$ cat config.mk
export PLATFORM = sky130hd
export DESIGN_NAME = nvdla_dbb_tcdm_writer
export DESIGN_NICKNAME = d
export VERILOG_FILES = /design/src/rtl/nvdla_dbb_tcdm_writer.sv
export SDC_FILE = /design/constraint.sdc
export NUM_CORES = 1
export LEC_CHECK = 0
export CAP_MARGIN = 5
export CORE_AREA = 2 2 241 243
export DETAILED_ROUTE_END_ITERATION = 8
export DIE_AREA = 0 0 243 245
export GPL_ROUTABILITY_DRIVEN = 0
export SYNTH_ARGS = -nofsm -noshare
export SYNTH_HDL_FRONTEND = slang
export SYNTH_SLANG_ARGS = --single-unit
$ cat constraint.sdc
create_clock -name clk_i -period 20.9 [get_ports clk_i]
set_clock_uncertainty 0.1 [all_clocks]
set_input_delay 6.27 -clock clk_i [delete_from_list [all_inputs] [get_ports clk_i]]
set_output_delay 6.27 -clock clk_i [all_outputs]
set_load 0.02 [all_outputs]
$ cat src/rtl/nvdla_dbb_tcdm_writer.sv
// Write-side adapter from the NVDLA DBB output stream to the cluster TCDM.
// Each stream beat is split into chunks of MP parallel 32-bit word writes at consecutive addresses.
module nvdla_dbb_tcdm_writer #(
  parameter int DATA_W = 256,
  parameter int MP     = 4,
  parameter int CNT_W  = 16
) (
  input  logic                clk_i,
  input  logic                rst_i,
  input  logic                clear_i,
  input  logic                start_i,
  input  logic [31:0]         base_addr_i,
  input  logic [CNT_W-1:0]    n_beats_i,
  input  logic [DATA_W-1:0]   data_i,
  input  logic                valid_i,
  output logic                ready_o,
  output logic [MP-1:0]       tcdm_req_o,
  input  logic [MP-1:0]       tcdm_gnt_i,
  output logic [MP*32-1:0]    tcdm_add_o,
  output logic [MP-1:0]       tcdm_wen_o,
  output logic [MP*4-1:0]     tcdm_be_o,
  output logic [MP*32-1:0]    tcdm_data_o,
  output logic                busy_o,
  output logic                done_o,
  output logic [CNT_W-1:0]    beats_done_o
);

  localparam int                N_CHUNK     = DATA_W / (32 * MP);
  localparam int                CHUNK_W     = (N_CHUNK > 1) ? $clog2(N_CHUNK) : 1;
  localparam logic [CHUNK_W-1:0] LAST_CHUNK = CHUNK_W'(N_CHUNK - 1);
  localparam logic [31:0]       CHUNK_BYTES = 32'(4 * MP);

  typedef enum logic [1:0] {
    IDLE,
    LOAD,
    ISSUE,
    DONE
  } state_t;

  state_t              state_q;
  logic [31:0]         addr_q;
  logic [CNT_W-1:0]    beats_left_q;
  logic [CNT_W-1:0]    beats_done_q;
  logic [DATA_W-1:0]   beat_q;
  logic [CHUNK_W-1:0]  chunk_idx_q;
  logic [MP-1:0]       lane_done_q;
  logic                chunk_done;

  // A lane granted this cycle counts as done, so the chunk can retire in the same cycle.
  assign chunk_done = (state_q == ISSUE) && ((lane_done_q | tcdm_gnt_i) == '1);

  // NOTE: all state below uses non-blocking assignments so every register samples
  // pre-edge values; blocking here would create order-dependent simulation races.
  always_ff @(posedge clk_i or posedge rst_i) begin
    if (rst_i) begin
      state_q      <= IDLE;
      addr_q       <= '0;
      beats_left_q <= '0;
      beats_done_q <= '0;
      // NOTE: the beat register is a plain datapath register, not a memory array,
      // so clearing it on reset is cheap and keeps the lane data outputs defined.
      beat_q       <= '0;
      chunk_idx_q  <= '0;
      lane_done_q  <= '0;
    end else if (clear_i) begin
      state_q      <= IDLE;
      addr_q       <= '0;
      beats_left_q <= '0;
      beats_done_q <= '0;
      beat_q       <= '0;
      chunk_idx_q  <= '0;
      lane_done_q  <= '0;
    end else begin
      case (state_q)
        IDLE: begin
          if (start_i) begin
            beats_done_q <= '0;
            if (n_beats_i != '0) begin
              addr_q       <= base_addr_i;
              beats_left_q <= n_beats_i;
              state_q      <= LOAD;
            end else begin
              state_q <= DONE;
            end
          end
        end
        LOAD: begin
          if (valid_i) begin
            beat_q      <= data_i;
            chunk_idx_q <= '0;
            lane_done_q <= '0;
            state_q     <= ISSUE;
          end
        end
        ISSUE: begin
          if (chunk_done) begin
            addr_q      <= addr_q + CHUNK_BYTES;
            lane_done_q <= '0;
            // Shifting keeps the active chunk in the low lanes of the beat register.
            beat_q      <= beat_q >> (32 * MP);
            if (chunk_idx_q != LAST_CHUNK) begin
              chunk_idx_q <= chunk_idx_q + 1'b1;
            end else begin
              beats_done_q <= beats_done_q + 1'b1;
              beats_left_q <= beats_left_q - 1'b1;
              state_q      <= (beats_left_q == CNT_W'(1)) ? DONE : LOAD;
            end
          end else begin
            lane_done_q <= lane_done_q | tcdm_gnt_i;
          end
        end
        DONE:    state_q <= IDLE;
        default: state_q <= IDLE;
      endcase
    end
  end

  assign ready_o      = (state_q == LOAD);
  assign busy_o       = (state_q == LOAD) || (state_q == ISSUE);
  assign done_o       = (state_q == DONE);
  assign beats_done_o = beats_done_q;
  assign tcdm_req_o   = (state_q == ISSUE) ? ~lane_done_q : '0;
  assign tcdm_wen_o   = '0;
  assign tcdm_be_o    = '1;

  for (genvar k = 0; k < MP; k++) begin : g_lane
    assign tcdm_add_o[k*32 +: 32]  = addr_q + 32'(4 * k);
    assign tcdm_data_o[k*32 +: 32] = beat_q[k*32 +: 32];
  end

endmodule

==> flow_summary.toml, run 1 <==
[run_status]
outcome = "finished, final reports clean"

[yosys]
synth_area_leaders = "dfrtp_1 (46%), nand2_1 (7.2%), nor2_1 (7.1%)"
synthFlopType = "dfrtp_1"
ys_warn_count = 0
ys_ff_latch = 327
synth_edf_count = 0
synth_top_area_share = 0.4650
yosysTopAreaCell = "dfrtp_1"
ys_types = 65
syn-instance-count = 2029
async_flop_share = 1.000
syn_area_sq_um = 17600
ys_seq_area_frac = 0.4650
postSynthAreaPerCell_sq_um = 8.674

[power]
peakVddDrop_v = 0.00006822
finalPower_w = 0.002843
pwr_density_cell_nw_per_um2 = 117.9
p_leak_nw = 10.27

[timing]
slew-limit-headroom = 0.1749
worst_pin_slew_ps = 1226
clock.fmax_mhz = 95.49
slew_violations = 0
finalSetupViolations = 0
tns_ps = 0
fin_crit_sh = 0.5011
finalHoldViolCount = 0
rsz0062_at_grt = "false"
fin_crit_ps = 10470

[cells_and_area]
layout_common_cells = "clkdlybuf4s50_1 (591), nand2_1 (336), nor2_1 (334), dfrtp_1 (327), nand3_1 (147)"
layout-drive-gt1-share = 0.03905
final_common_cell = "clkdlybuf4s50_1"
final_nets = 2702
syn_to_final_growth_pct = 36.99

[critical_path]
worstSetupEndpoint = "tcdm_add_o[80]"
max_stage_delay_ps = 790
crit_start = "addr_q[4]"
cp.arrival_ps = 4100
rr_worst_depth = 9
critPathLaunchType = "flip-flop"
r2r_slack_ps = 15810
path_max_fanout = 12
worstPathRequired_ps = 14530
crit_cells = 7
crit_type = "reg2out"
critical_path_buf_inv_count = 1
timing.rr.start = "state_q[0]"
cp-end-kind = "output port"
cpMaxStageDelayCell = "nor3_1"
r2r-end = "beat_q[145]"
worstPathCellList = "ha_1 -> nand3_1 -> nor3_1 -> and3_1 -> nand2_1 -> xnor2_1 -> clkdlybuf4s50_1"
path_delay_family = "simple AND/OR/NAND/NOR gates"

[cts]
cts_resized = 0
cts_buffers = 40
tritoncts = "built"
cts-htree-levels = 2
root_buffer = "clkbuf_16"
insertion_delay_ps = 560
path_clk_slew_ps = 60
cts_setup_buffers = 0
clock_sinks = 327
cts_hold_buf = 0
clockBufferDepth = 3

[global_routing]
track_usage = 0.2029
grt_max_degree = 197
antenna_found_initial = 9
overflow = 0
grt_pass1_vias = 15923
grt_pass1_wl_um = 95180

[drt]
vias = 16047
totalWireLength_um = 62800
viasPerCell = 5.057
wl_per_cell_um = 19.79
dr.pass1.iters = 7
drt-initial-drc-count = 1363
ant_nets = 0
route.detailed.drc = 0

[die]
rows = 88
core_area_sq_um = 57030
die_area_sq_um = 59540
fp.dieW_um = 243
die_h_um = 245
initial_core_util = 0.3086
io_pins = 612

[min_path]
hold_path_class = "reg2reg"

[run]
cap_violations = 0

[place]
place_hpwl_um = 44680
port-buffer-count = 591
## metal layers
layer / global-route usage / routed length, um
met2: 0.3364 / 30540
met3: 0.05992 / 5256
met1: 0.2515 / 24930
met4: 0.07055 / 1965
met5: 0 / 105
## state kept, by name (all words and copies together) (netlist names)
name,cells
lane_done_q,4
beat_q,256
state_q,2
addr_q,32
beats_left_q,16
beats_done_o,16
chunk_idx_q,1
## synth_stat cells, drive strengths merged, types with 2 or more instances
| master | count |
|---|---|
| inv | 26 |
| or4 | 4 |
| nor2b | 9 |
| nor4 | 23 |
| a31oi | 10 |
| nor3 | 32 |
| conb | 2 |
| a32o | 3 |
| or2 | 3 |
| a21oi | 37 |
| and3 | 7 |
| or3 | 8 |
| o22ai | 6 |
| a22oi | 10 |
| a41oi | 2 |
| nand3 | 147 |
| a32oi | 7 |
| xor2 | 25 |
| o21ai | 55 |
| a21o | 2 |
| and4 | 7 |
| and2 | 3 |
| mux2i | 5 |
| o2bb2ai | 14 |
| ha | 12 |
| a221oi | 129 |
| nand2 | 337 |
| nor2 | 335 |
| buf | 240 |
| o211ai | 6 |
| nor4b | 6 |
| o31ai | 14 |
| dfrtp | 327 |
| clkbuf | 76 |
| xnor2 | 65 |
| nand4 | 16 |
| nand2b | 5 |
## power by group
group | total (W) | switching, W | internal, W
Combinational | 0.00118 | 0.000672 | 0.000509
Sequential | 0.000977 | 0.000166 | 0.000811
Clock | 0.000685 | 0.000281 | 0.000405
## worst min-delay path by stage
stage / to / start / slack, ps / cells after the start
after floorplan: beat_q[128] / beat_q[128] / 340 / 2
after global placement: beat_q[254] / beat_q[254] / 350 / 2
after detailed placement: beat_q[226] / beat_q[226] / 360 / 2
after CTS: beat_q[146] / beat_q[146] / 370 / 2
after global routing: beat_q[241] / beat_q[241] / 380 / 2
final: beat_q[216] / beat_q[216] / 360 / 2
## through the flow
stage               setup WS (ps)  cells  utilization  hold slack [ps]  cell area, sq um
finish                      10430   3173       0.4227            363.7             24110
global route                10260   3173       0.4227            381.8             24110
CTS                         10400   3172       0.4227            367.3             24110
detailed placement          10950   3100       0.4000            355.4             22820
global placement            10970   3100       0.4000            348.3             22820
floorplan                    5475   2047            -            338.7             17670
## worst register-to-register path, stage by stage (launching register included)
cell and delay (ps):
dfrtp_1 430, inv_1 210, ha_1 990, inv_1 100, buf_4 350, o211ai_1 850, and2_4 740, buf_12 690
nand3_1 460, nand2_1 110
## area by class of cell
class	count	area (sq um)
Tap cell	765	957.2
Timing Repair Buffer	604	6051
Clock buffer	64	1191
Multi-Input combinational cell	1378	7520
Clock inverter	8	100.1
Antenna cell	1	2.502
Sequential cell	327	8183
Inverter	26	105.1
Fill cell	5718	32930
## cells by family (layout without fill, tap and decap cells)
family          after synthesis  after routing  synth area share
compound gates              304            304            0.1276
xor+xnor                     90             90           0.04479
fa+ha+maj                    12             12          0.008531
buf+inv                     342            702            0.1130
flops                       327            327            0.4650
mux                           5              5          0.002844
other cells                   2             21         0.0004267
simple gates                947            947            0.2378
No activity file was read; power rests on OpenSTA's default activity.
==> run 2: changes to the inputs <==
CORE_AREA = 2 2 237 239   (was 2 2 241 243)
DIE_AREA = 0 0 239 241   (was 0 0 243 245)
clock period = 11 ns   (was 20.9 ns; I/O delays follow)
==> flow_summary.toml, run 2 (same netlist as run 1, synthesis figures left out) <==
[cts]
cts_resized = 0
cts_setup_buffers = 0
clock_sinks = 327
cts_hold_buf = 0
path_clk_slew_ps = 60
cts_buffers = 40
tritoncts = "built"
cts-htree-levels = 2
clockBufferDepth = 3
insertion_delay_ps = 550
root_buffer = "clkbuf_16"

[power]
p_leak_nw = 10.32
peakVddDrop_v = 0.0001195
pwr_density_cell_nw_per_um2 = 225.9

[die]
initial_core_util = 0.3207
die_area_sq_um = 57600
fp.dieW_um = 239
rows = 86
core_area_sq_um = 54880
io_pins = 612
die_h_um = 241

[cells_and_area]
syn_to_final_growth_pct = 37.01
multi_input_area_sq_um = 7520
layout_common_cells = "clkdlybuf4s50_1 (591), nand2_1 (336), nor2_1 (334), dfrtp_1 (327), nand3_1 (147)"
final_util = 0.4394
final_nets = 2704
largest_register = "beat_q"
seq_area_sq_um = 8183
largest_registers = "beat_q (256), addr_q (32)"
largest_register_ffs = 256
layout-drive-gt1-share = 0.04241
fillers = 5395
final_common_cell = "clkdlybuf4s50_1"

[critical_path]
critical_path_buf_inv_count = 1
worstPathCellList = "ha_1 -> a21oi_1 -> or3_1 -> nor2_1 -> nand2_1 -> xnor2_1 -> clkdlybuf4s50_1"
cp-end-kind = "output port"
r2r_slack_ps = 6340
worstPathRequired_ps = 7600
path_max_fanout = 19
crit_cells = 7
path_delay_family = "simple AND/OR/NAND/NOR gates"
critPathLaunchType = "flip-flop"
cp.arrival_ps = 3950
crit_type = "reg2out"
cpMaxStageDelayCell = "dfrtp_1"
rr_worst_depth = 10
max_stage_delay_ps = 880

[place]
port-buffer-count = 591
place_hpwl_um = 45300
place_ws_ps = 3468

[timing]
layout_setup_ws_ps = 3655
whs_ps = 364.1
clock.fmax_mhz = 136.1
finalSetupViolations = 0
worst_pin_slew_ps = 1211
finalHoldViolCount = 0
tns_ps = 0
fin_crit_sh = 0.6677
rsz0062_at_grt = "false"
slew_violations = 0
slew-limit-headroom = 0.1928
fin_crit_ps = 7345

[drt]
viasPerCell = 5.130
route.detailed.drc = 0
drt-initial-drc-count = 1195
ant_nets = 0
dr.pass1.iters = 5
vias = 15959
totalWireLength_um = 63540
wl_per_cell_um = 20.42

[global_routing]
track_usage = 0.2111
antenna_found_initial = 10
overflow = 0
grt_pass1_wl_um = 94460
grt_max_degree = 197
grt_pass1_vias = 15491

[min_path]
hold_depth = 2
hold_path_class = "reg2reg"

[run_status]
outcome = "finished, final reports clean"

[run]
cap_violations = 0
## run 2: path summary, 6_finish.rpt
path,end,from
max reg2reg,beat_q[88],state_q[0]
min in group asynchronous,beat_q[119],rst_i
min reg2reg,beat_q[206],beat_q[206]
max,tcdm_add_o[117],addr_q[3]
max in group asynchronous,beat_q[0],rst_i
min,beat_q[206],beat_q[206]
## run 2: final cells by class
cell class | count | share of cell area
Clock buffer | 58 | 0.05012
Tap cell | 704 | 0.03653
Inverter | 26 | 0.004203
Multi-Input combinational cell | 1378 | 0.3119
Sequential cell | 327 | 0.3394
Timing Repair Buffer | 606 | 0.2521
Antenna cell | 2 | 0.0002076
Clock inverter | 10 | 0.005656
## run 2: metal layers
layer | global-route usage | wire length, um
met1 | 0.2631 | 25490
met2 | 0.3491 | 30600
met3 | 0.05467 | 4941
met4 | 0.08542 | 2416
met5 | 0 | 98
## run 2: worst min-delay path, stage by stage (launching register included)
cell	delay [ps]
dfrtp_1	340
nand2_1	50
nand2_1	40
## run 2: through the flow
stage                     power (W)  instances  area [sq um]
after floorplan            0.003303       2047         17670
after global placement     0.004109       3041         22760
after detailed placement   0.004149       3041         22760
after CTS                  0.005511       3109         24110
after global routing       0.005757       3110         24110
final                      0.005448       3111         24110
## run 2: report_power, final
group	switching (W)	internal, W	total, W
registers	0.000322	0.00154	0.00186
clock network	0.000527	0.000810	0.00134
logic	0.00128	0.000971	0.00225
total	0.00213	0.00332	0.00545
==> run 3: changes to the inputs <==
CORE_AREA = 2 2 241 243   (was 2 2 237 239)
DIE_AREA = 0 0 243 245   (was 0 0 239 241)
clock period = 6.25 ns   (was 11 ns; I/O delays follow)
==> flow_summary.toml, run 3 (same netlist as run 1, synthesis figures left out) <==
[run_status]
outcome = "finished, final reports clean"

[cts]
insertion_delay_ps = 550
cts_setup_buffers = 0
tritoncts = "built"
path_clk_slew_ps = 60
cts_resized = 0
root_buffer = "clkbuf_16"
clock_sinks = 327
cts-htree-levels = 2
clockBufferDepth = 3
cts_hold_buf = 0
cts_buffers = 41

[cells_and_area]
largest_register = "beat_q"
final_util = 0.4288
finalInstanceArea_sq_um = 24460
fillers = 5671
layout-drive-gt1-share = 0.05021
syn_to_final_growth_pct = 38.97
final_nets = 2723
stdcell_count = 3199
largest_register_ffs = 256
layout_common_cells = "clkdlybuf4s50_1 (591), nand2_1 (336), nor2_1 (334), dfrtp_1 (327), nand3_1 (147)"
largest_registers = "beat_q (256), addr_q (32)"
final_common_cell = "clkdlybuf4s50_1"

[critical_path]
cpMaxStageDelayCell = "clkdlybuf4s50_1"
path_max_fanout = 12
cp-end-kind = "output port"
critPathLaunchType = "flip-flop"
crit_type = "reg2out"
crit_start = "addr_q[4]"
cp.arrival_ps = 3690
max_stage_delay_ps = 680
timing.rr.start = "state_q[0]"
worstPathCellList = "ha_1 -> and3_1 -> nand4_2 -> nor4_4 -> nand2_1 -> xnor2_1 -> clkdlybuf4s50_1"
worstPathRequired_ps = 4280

[place]
dp.cells = 3120
port-buffer-count = 591
place_hpwl_um = 45720
placed_cell_area_sq_um = 23050
place_ws_ps = 1124

[drt]
totalWireLength_um = 62780
vias = 16033
drt-initial-drc-count = 1036
wl_per_cell_um = 19.62
viasPerCell = 5.012
dr.pass1.iters = 5
route.detailed.drc = 0
ant_nets = 0

[timing]
rsz0062_at_grt = "false"
fin_crit_sh = 0.9063
layout_setup_ws_ps = 585.8
slew-limit-headroom = 0.1912
finalSetupViolations = 0
slew_violations = 0
finalHoldViolCount = 0
worst_pin_slew_ps = 1205
tns_ps = 0
fin_crit_ps = 5664
clock.fmax_mhz = 176.5

[die]
initial_core_util = 0.3086
fp.dieW_um = 243
core_area_sq_um = 57030
die_h_um = 245
rows = 88
io_pins = 612
die_area_sq_um = 59540

[global_routing]
overflow = 0
antenna_found_initial = 11
grt_pass1_wl_um = 95170
grt_pass1_vias = 15811
track_usage = 0.2036
grt_max_degree = 159

[min_path]
hold_start = "beat_q[202]"
hold_path_class = "reg2reg"

[power]
peakVddDrop_v = 0.0002106
pwr_density_cell_nw_per_um2 = 397.2
p_leak_nw = 10.45

[run]
cap_violations = 0
-- run 3: changes by cell type in the layout (fill, tap and decap cells not counted), sizes merged --
cell and delta:
clkbuf +1, bufinv +1, inv -1, buf +18
clkinvlp -1, clkinv +7, diode +2
-- run 3: path summary, 6_finish.rpt --
path	endpoint	slack (ps)	cells after the start
max	tcdm_add_o[60]	590	7
min	beat_q[202]	360	2
max reg2reg	beat_q[14]	2580	10
min reg2reg	beat_q[202]	360	2
max in group asynchronous	beat_q[21]	3240	3
min in group asynchronous	beat_q[249]	1740	2
-- run 3: cell type report --
type	count	area (sq um)	area share
timing repair buffer	624	6289	0.2571
multi-input combinational	1378	7520	0.3075
sequential	327	8183	0.3346
inverter	26	101.3	0.004144
clock buffer	59	1184	0.04840
tap	765	957.2	0.03914
clock inverter	16	214.0	0.008748
antenna	4	10.01	0.0004093
-- run 3: per-stage QoR --
step | total power (W) | hold slack (ps)
floorplan | 0.005814 | 338.7
global placement | 0.007275 | 349.4
detailed placement | 0.007338 | 355.6
CTS | 0.009818 | 368.2
global route | 0.01026 | 386.5
finish | 0.009714 | 362.3
-- run 3: worst max-delay path: cells and delay by family, from the launching register on --
family | cells | cell delay [ps]
and+or+nand+nor | 4 | 1200
buffers and inverters | 1 | 680
DFF | 1 | 620
adders and majority gates | 1 | 340
xor gates and xnor gates | 1 | 320
-- run 3: power breakdown --
part           leakage [nW]  switching [W]  internal (W)  total (W)
logic                  5.61        0.00227       0.00175    0.00402
registers              4.15       0.000545       0.00271    0.00326
clock network         0.689       0.000981       0.00146    0.00244
-- run 3: metal layers --
layer | share of wire | GRT usage | wire (um)
met5 | 0.0015 | 0 | 97
met2 | 0.48 | 0.3331 | 29940
met4 | 0.037 | 0.08102 | 2324
met3 | 0.085 | 0.05686 | 5351
met1 | 0.40 | 0.2541 | 25070
